<file path="src/rtl/sb_tx_arbiter.sv">
// Sideband TX arbiter: schedules pattern, LTSM and adapter words
// onto one serializer with packet locking and a stall watchdog.
module sb_tx_arbiter #(
    parameter int DATA_W        = 64,
    parameter int STALL_TIMEOUT = 15
) (
    input  logic              i_clk,
    input  logic              i_rst_n,
    input  logic              i_pat_valid,
    input  logic [DATA_W-1:0] i_pat_data,
    output logic              o_pat_ack,
    input  logic              i_ltsm_valid,
    input  logic [DATA_W-1:0] i_ltsm_data,
    input  logic              i_ltsm_last,
    output logic              o_ltsm_ack,
    input  logic              i_adp_valid,
    input  logic [DATA_W-1:0] i_adp_data,
    input  logic              i_adp_last,
    output logic              o_adp_ack,
    input  logic              i_ser_ready,
    output logic [DATA_W-1:0] o_ser_data,
    output logic              o_ser_valid,
    output logic [1:0]        o_owner,
    output logic              o_stall_err
);

    typedef enum logic [1:0] {
        IDLE,
        LOCK_LTSM,
        LOCK_ADP
    } state_t;

    localparam logic [7:0] TIMEOUT = 8'(STALL_TIMEOUT);

    state_t            state_q, state_d;
    logic              rr_adp_q, rr_adp_d;
    logic [7:0]        stall_q, stall_d;
    logic [DATA_W-1:0] data_q;
    logic              valid_q;

    logic              can_load;
    logic              load;
    logic [DATA_W-1:0] load_data;
    logic              pick_adp;
    logic              x_valid;
    logic              x_last;
    logic [DATA_W-1:0] x_data;

    assign can_load    = !valid_q || i_ser_ready;
    assign o_ser_data  = data_q;
    assign o_ser_valid = valid_q;

    // Word source of the current lock owner
    always_comb begin
        x_valid = i_ltsm_valid;
        x_last  = i_ltsm_last;
        x_data  = i_ltsm_data;
        if (state_q == LOCK_ADP) begin
            x_valid = i_adp_valid;
            x_last  = i_adp_last;
            x_data  = i_adp_data;
        end
    end

    always_comb begin
        state_d     = state_q;
        rr_adp_d    = rr_adp_q;
        stall_d     = stall_q;
        load        = 1'b0;
        load_data   = i_pat_data;
        pick_adp    = 1'b0;
        o_pat_ack   = 1'b0;
        o_ltsm_ack  = 1'b0;
        o_adp_ack   = 1'b0;
        o_owner     = 2'd0;
        o_stall_err = 1'b0;
        if (i_rst_n) begin
            unique case (state_q)
                IDLE: begin
                    if (can_load && i_pat_valid) begin
                        load      = 1'b1;
                        load_data = i_pat_data;
                        o_pat_ack = 1'b1;
                        o_owner   = 2'd1;
                    end else if (can_load && (i_ltsm_valid || i_adp_valid)) begin
                        pick_adp = i_adp_valid && (!i_ltsm_valid || rr_adp_q);
                        load     = 1'b1;
                        rr_adp_d = !pick_adp;
                        if (pick_adp) begin
                            load_data = i_adp_data;
                            o_adp_ack = 1'b1;
                            o_owner   = 2'd3;
                            if (!i_adp_last) state_d = LOCK_ADP;
                        end else begin
                            load_data  = i_ltsm_data;
                            o_ltsm_ack = 1'b1;
                            o_owner    = 2'd2;
                            if (!i_ltsm_last) state_d = LOCK_LTSM;
                        end
                    end
                end
                LOCK_LTSM, LOCK_ADP: begin
                    o_owner = (state_q == LOCK_ADP) ? 2'd3 : 2'd2;
                    if (x_valid) begin
                        if (can_load) begin
                            load       = 1'b1;
                            load_data  = x_data;
                            stall_d    = 8'd0;
                            o_ltsm_ack = (state_q == LOCK_LTSM);
                            o_adp_ack  = (state_q == LOCK_ADP);
                            if (x_last) state_d = IDLE;
                        end
                    end else if (stall_q + 8'd1 >= TIMEOUT) begin
                        state_d     = IDLE;
                        stall_d     = 8'd0;
                        o_stall_err = 1'b1;
                    end else begin
                        stall_d = stall_q + 8'd1;
                    end
                end
                default: state_d = IDLE;
            endcase
        end
    end

    always_ff @(posedge i_clk or negedge i_rst_n) begin
        if (!i_rst_n) begin
            state_q  <= IDLE;
            rr_adp_q <= 1'b0;
            stall_q  <= 8'd0;
        end else begin
            state_q  <= state_d;
            rr_adp_q <= rr_adp_d;
            stall_q  <= stall_d;
        end
    end

    // Single-entry output register toward the serializer
    always_ff @(posedge i_clk or negedge i_rst_n) begin
        if (!i_rst_n) begin
            valid_q <= 1'b0;
            data_q  <= '0;
        end else if (load) begin
            valid_q <= 1'b1;
            data_q  <= load_data;
        end else if (i_ser_ready) begin
            valid_q <= 1'b0;
        end
    end

endmodule

</file>
<file path="config.mk">
export PLATFORM = sky130hd
export DESIGN_NAME = sb_tx_arbiter
export DESIGN_NICKNAME = d
export VERILOG_FILES = /design/src/rtl/sb_tx_arbiter.sv
export SDC_FILE = /design/constraint.sdc
export NUM_CORES = 1
export LEC_CHECK = 0
export ABC_AREA = 1
export CORE_MARGIN = 3
export CORE_UTILIZATION = 41
export DETAILED_ROUTE_END_ITERATION = 10
export GPL_ROUTABILITY_DRIVEN = 0
export PLACE_DENSITY = 0.88
export SKIP_LAST_GASP = 1
export SLEW_MARGIN = 20
export SYNTH_ARGS = -nofsm -noshare
export SYNTH_HDL_FRONTEND = slang
export SYNTH_SLANG_ARGS = --single-unit
</file>
<file path="constraint.sdc">
create_clock -name i_clk -period 2.5 [get_ports i_clk]
set_clock_uncertainty 0.2 [all_clocks]
set_input_delay 0.5 -clock i_clk [delete_from_list [all_inputs] [get_ports i_clk]]
set_output_delay 0.5 -clock i_clk [all_outputs]
set_load 0.01 [all_outputs]
</file>
==> impl_metrics.csv, run 1 <==
group,metric,value,unit
floorplanning,initial_utilization,0.426,
floorplanning,core-area,12800,um^2
floorplanning,dieArea,14700,um^2
routing,ant_nets,0,
yosys,ys_ff_latch,76,
cts,clock_latency,0.34,ns
floorplanning,die_x,121,um
finish,synthToLayoutAreaGrowth,66.0,%
pwr,clock_power_share,0.150,
flow_run,drv_cap,0,
yosys,synth_top_family_by_area,"simple AND/OR/NAND/NOR gates",
sta,rsz0062_at_grt,"true",
pwr,power_density,986,nW/um^2
yosys,mappedNetlistArea,5460,um^2
cts,htree_levels,3,
yosys,synth_simple_gate_area_share,0.348,
yosys,yosys-mux-area-fraction,0,
pwr,intPower,5.26,mW
sta,maxSlewHeadroom,0.452,
grt,grt_util_met2,0.477,
yosys,synth_cell_types,29,
grt,grt_pass1_wl,31.1,mm
run_status,status,"finished, final reports clean",
cts,cts_tree,"yes",
sta,hold_viol_final,0,
grt,grt-ovfl-total,0,
cts,clock_path_buffers,2,
cts,cts.sinks,76,
finish,final_common_cell,"nand2_1",
floorplanning,die_h,121,um
yosys,ys_warn_count,0,
worst_hold_path,hold_class,"in -> async",
grt,first_global_vias,6614,
pwr,power_leakage,4.34,nW
cts,clk_pin_slew,0.06,ns
routing,drc,0,
finish,drive_above_1_share,0.0961,
sta,final.period_utilization,0.984,
sta,worst_pin_slew,0.822,ns
critical_path,worstSetupPathType,"reg -> out",
sta,min_period,2.46,ns
yosys,ys_top_cells_by_area,"dfrtp_1 35%, nand2_1 22%, inv_1 8.1%, nor2_1 6.2%, o21ai_0 4.9%",
routing,viasPerCell,5.00,
routing,dr.pass1.iters,5,
routing,via_count,6795,
grt,antenna_found_initial,0,
critical_path,cp_max_fo,3,
grt,met1_usage,0.288,
pwr,combPwrFrac,0.608,
yosys,syn_nets,1094,
sta,drv_slew,0,
critical_path,end_kind,"output pin",
floorplanning,io_pins,271,
floorplanning,rows,41,
grt,top_usage_layer,"met2",
yosys,synth_compound_area_frac,0.167,
grt,grt_max_degree,64,
yosys,syn-instance-count,888,
critical_path,cp.required,1.80,ns
grt,grt.total_usage,0.267,
grt,grt_use_met3,0.0802,
pwr,p_switching,3.68,mW
routing,drt_iter0_drc,420,
finish,layout.nets,1387,
pwr,ir_drop,0.447,mV
cts,root_buffer,"clkbuf_16",
sta,setup_tns,0,ns
critical_path,start_kind,"register",
cts,cts_made_buffers,9,
finish,instances_no_fill,1358,
yosys,yosys.area.top_type,"dfrtp_1",
routing,wire_per_inst,14.8,um
routing,routed_wl,20.1,mm
finish,n_antenna_cell,0,
placed_design,dp_cells,1335,
sta,clock.fmax,406,MHz
placed_design,post-dp-hpwl,15.0,mm
pwr,sequentialPowerShare,0.243,
yosys,synthAdderAreaFrac,0.0137,
finish,mostFrequentLayoutCells,"323 x nand2_1, 259 x clkdlybuf4s50_1, 114 x inv_1",
pwr,p_sw_frac,0.411,
yosys,synth_xor_area_frac,0,
critical_path,critPathArrivalTime,1.76,ns
sta,final-setup-viol-count,0,
yosys,seq_area_frac_synth,0.348,
yosys,yosysTopAreaCellShare,0.348,
yosys,avgSynthCellArea,6.15,um^2
placed_design,numPortBuffers,270,
-- per-stage QoR --
step                      cell area, um^2  worst slack, ns  total power, mW   util  hold WS [ns]
after floorplan                      5460            0.182             4.88      -       0.00441
after global placement               8620           -0.597             7.36  0.672         0.266
after detailed placement             8620           -0.634             7.51  0.672         0.271
after CTS                            9020          -0.0381             8.97  0.704         0.230
after global routing                 9060          -0.0676             9.65  0.707         0.273
final                                9060           0.0397             8.94  0.707         0.204
-- area by class of cell --
type	instances	area, um^2
Tap cell	172	215
Inverter	121	457
Clock inverter	5	50.0
Timing Repair Buffer	327	3200
Fill cell	1036	3760
Clock buffer	11	253
Multi-Input combinational cell	646	2980
Sequential cell	76	1900
-- timing repair --
| action | in CTS | in global routing |
|---|---|---|
| endpoints found under the setup margin | 8 | 10 |
| pin swaps | 7 | 9 |
| hold endpoints to repair | 13 | 0 |
| setup buffers | 4 | 2 |
| gates resized for setup | 37 | 20 |
| hold buffers | 1 | 0 |
-- synthesized netlist by cell type, drive strengths merged --
master / count
o21a: 1
nand4: 3
nor2: 91
inv: 121
buf: 27
o21ai: 81
nand2: 330
o22ai: 15
ha: 6
nor3: 1
a211oi: 1
clkbuf: 18
dfrtp: 76
a21oi: 42
a22oi: 1
o21bai: 23
nand3: 51
-- metal layers --
metal  vias to the layer above  routed length (um)
li1                       3362                   -
met1                      3081                7570
met2                       294                9880
met3                        58                1860
met4                         0                 767
met5                         -                   0
-- critical path: stages (launching register included) --
cell     delay, ns
dfrtp_1       0.41
ha_4          0.19
buf_4         0.13
nand3_1       0.06
nand2_1       0.05
nand2_1       0.06
nand2_1       0.06
nor2_2        0.10
nand3_2       0.10
nand2_2       0.08
nor2_1        0.04
buf_2         0.14
-- cells by family (layout without fill, tap and decap cells) --
group,count (synthesis),in the layout
and+or+nand+nor,476,476
buffers and inverters,166,464
AOI/OAI and AO/OA,164,164
adders and majority gates,6,6
DFF,76,76
-- final timing paths --
check	start	endpoint	slack, ns	cells after the start
worst max-delay path	stall_q[0]	o_stall_err	0.04	11
worst min-delay path	i_rst_n	o_ser_data[54]	0.20	2
worst max register to register	state_q[1]	o_ser_data[26]	0.12	14
worst min register to register	o_ser_data[35]	o_ser_data[35]	0.29	2
max in group asynchronous	i_rst_n	stall_q[2]	1.33	2
min in group i_clk	o_ser_data[35]	o_ser_data[35]	0.29	2
-- power groups by stage --
stage                     registers (mW)  clock network [mW]  logic (mW)
final                               2.17                1.34        5.43
after global routing                2.24                1.42        5.99
after CTS                           2.17                1.37        5.43
after detailed placement            2.17                   0        5.34
after global placement              2.14                   0        5.22
after floorplan                     2.38                   0        2.50
-- flip-flops by register name, summed over array words and instances (netlist names) --
name and flops:
o_ser_data 64, stall_q 8, state_q 2, o_ser_valid 1, rr_adp_q 1
No activity file was read; power rests on OpenSTA's default activity.
==> inputs of run 2 (changes only) <==
--- a/config.mk
+++ b/config.mk
@@ -8,6 +8,7 @@
 export ABC_AREA = 1
 export CORE_MARGIN = 3
 export CORE_UTILIZATION = 41
+export CTS_CLUSTER_SIZE = 12
 export DETAILED_ROUTE_END_ITERATION = 10
 export GPL_ROUTABILITY_DRIVEN = 0
 export PLACE_DENSITY = 0.88
==> results of run 2 <==
The final DEF is identical to that of run 1; final timing and power are the same.
==> inputs of run 3 (changes only) <==
--- a/config.mk
+++ b/config.mk
@@ -7,11 +7,11 @@
 export LEC_CHECK = 0
 export ABC_AREA = 1
 export CORE_MARGIN = 3
-export CORE_UTILIZATION = 41
+export CORE_UTILIZATION = 30
 export CTS_CLUSTER_SIZE = 12
 export DETAILED_ROUTE_END_ITERATION = 10
 export GPL_ROUTABILITY_DRIVEN = 0
-export PLACE_DENSITY = 0.88
+export PLACE_DENSITY = 0.7
 export SKIP_LAST_GASP = 1
 export SLEW_MARGIN = 20
 export SYNTH_ARGS = -nofsm -noshare
==> run 3 against run 2 <==
Against the previous run: combinational power increased by 3%; wire length increased by 3.8%; critical path depth did not move; critical path type unchanged; largest cell class unchanged; sequential power barely moved; worst setup slack lost 0.021 ns.
==> impl_metrics.csv, run 3 (same netlist as run 1, synthesis figures left out) <==
group,metric,value,unit
sta,final.period_utilization,0.992,
finish,layout.nets,1382,
critical_path,cp_slowest_stage_delay,0.41,ns
critical_path,cp_max_fo,3,
critical_path,crit_buf_inv,2,
placed_design,dp_cells,1383,
pwr,power_density,1000,nW/um^2
sta,hold_viol_final,0,
sta,rsz0062_at_grt,"true",
floorplanning,die_h,141,um
finish,postLayoutCellArea,9190,um^2
routing,ant_nets,0,
pwr,ir_drop,0.536,mV
routing,routed_wl,20.8,mm
grt,grt_max_degree,70,
finish,instances_no_fill,1406,
cts,clock_path_buffers,2,
critical_path,critPathArrivalTime,1.78,ns
critical_path,worstSetupPathType,"reg -> out",
routing,wire_per_inst,14.8,um
critical_path,path_delay_family,"simple AND/OR/NAND/NOR gates",
floorplanning,core-area,17500,um^2
placed_design,dpl_cell_area,8650,um^2
flow_run,drv_cap,0,
grt,grt.total_usage,0.193,
floorplanning,die_x,141,um
cts,clk_pin_slew,0.06,ns
critical_path,reg2reg_depth,11,
finish,largest_register_ff_count,64,
cts,clock_latency,0.34,ns
finish,mostFrequentLayoutCells,"325 x nand2_1, 259 x clkdlybuf4s50_1, 114 x inv_1",
critical_path,start_kind,"register",
grt,antenna_found_initial,0,
floorplanning,io_pins,271,
finish,final_common_cell,"nand2_1",
sta,min_period,2.48,ns
cts,cts.sinks,76,
cts,htree_levels,3,
routing,via_count,6568,
floorplanning,initial_utilization,0.311,
finish,fillers,1726,
worst_hold_path,hold_class,"in -> async",
run_status,status,"finished, final reports clean",
critical_path,cp_common_cell,"nand2_1",
critical_path,cp.required,1.80,ns
floorplanning,dieArea,19900,um^2
finish,synthToLayoutAreaGrowth,68.2,%
sta,clock.fmax,403,MHz
cts,cts_made_buffers,9,
critical_path,end_kind,"output pin",
routing,drc,0,
sta,maxSlewHeadroom,0.614,
finish,n_antenna_cell,0,
sta,worst_pin_slew,0.579,ns
sta,drv_slew,0,
finish,drive_above_1_share,0.0864,
cts,cts_tree,"yes",
routing,viasPerCell,4.67,
grt,grt-ovfl-total,0,
floorplanning,rows,48,
critical_path,rr_endpoint,"o_ser_data[29]",
pwr,power_leakage,4.37,nW
critical_path,crit_chain,"ha_4 -> buf_4 -> nand3_1 -> nand2_1 -> nand2_1 -> nand2_1 -> nor2_1 -> nand3_1 -> nand2_1 -> nor2_1 -> buf_2",
critical_path,critPathSlowestCell,"dfrtp_1",
critical_path,r2r_slack,0.19,ns
grt,grt_pass1_wl,31.3,mm
routing,dr.pass1.iters,5,
cts,root_buffer,"clkbuf_16",
placed_design,post-dp-hpwl,14.6,mm
grt,first_global_vias,6170,
critical_path,r2r-start,"state_q[1]",
routing,drt_iter0_drc,232,
placed_design,numPortBuffers,270,
sta,final-setup-viol-count,0,
run 3: cell types whose count changed in the layout (fill, tap and decap cells not counted), sizes merged:
cell           delta
buf               -8
clkbuf            +4
dlygate4sd2       -2
dlymetal6s2s      +2
bufinv            +1
clkdlybuf4s15     -1
clkinv            -1
run 3: worst max-delay path by stage:
stage / startpoint / slack, ns / to / cells after the start
after floorplan: state_q[0] / 0.18 / o_adp_ack / 10
after global placement: i_ltsm_valid / -0.47 / o_adp_ack / 7
after detailed placement: i_ltsm_valid / -0.47 / o_adp_ack / 7
after CTS: i_ser_ready / -0.19 / o_adp_ack / 9
after global routing: stall_q[1] / -0.08 / o_stall_err / 10
final: stall_q[1] / 0.02 / o_stall_err / 11
run 3: power by group:
part	internal [mW]	leakage (nW)	total, mW	switching (mW)
registers	1.82	0.863	2.15	0.327
logic	2.69	3.35	5.61	2.92
clock network	0.897	0.159	1.43	0.528
total	5.41	4.37	9.18	3.77
run 3: worst reg2reg max path: stages (launching register included):
cell and delay, ns:
dfrtp_2 0.40, inv_1 0.07, ha_1 0.36, nand3_4 0.10
buf_6 0.17, nand3_1 0.10, nand2_1 0.10, inv_4 0.16
buf_12 0.20, o21ai_0 0.14, o21bai_1 0.15, inv_1 0.06
run 3: per-layer routing:
metal | track usage | vias to the layer above | share of wire
met5 | 0 | - | 0
met4 | 0.0745 | 0 | 0.028
met3 | 0.0387 | 35 | 0.058
met2 | 0.338 | 201 | 0.49
met1 | 0.234 | 2997 | 0.43
li1 | - | 3335 | -
run 3: per-stage QoR:
stage	util	worst slack, ns	hold slack (ns)	power (mW)	TNS (ns)
6_report	0.524	0.0189	0.0268	9.18	0
5_1_grt	0.524	-0.0810	0.0629	9.91	-0.0898
4_1_cts	0.512	-0.186	0.0160	8.93	-0.285
3_5_place_dp	0.493	-0.472	0.269	7.45	-13.05
3_3_place_gp	0.493	-0.474	0.268	7.38	-10.76
2_1_floorplan	-	0.182	0.00441	4.88	0
run 3: what timing repair did:
action / CTS / global route
gates cloned: 0 / 4
pin swaps: 3 / 13
gates resized for setup: 25 / 32
endpoints found under the setup margin: 6 / 36
hold endpoints to repair: 14 / 0
hold buffers: 1 / 0
buffers inserted: 1 / 1
run 3: final cells by class:
| class | instances | area (um^2) | share of cell area |
|---|---|---|---|
| clock buffers | 11 | 243 | 0.0264 |
| repair buffers | 322 | 3250 | 0.353 |
| inverters | 121 | 457 | 0.0497 |
| well taps | 225 | 282 | 0.0306 |
| multi-input cells | 646 | 2980 | 0.324 |
| flip-flops and latches | 76 | 1900 | 0.207 |
| clock inverters | 5 | 75.1 | 0.00817 |
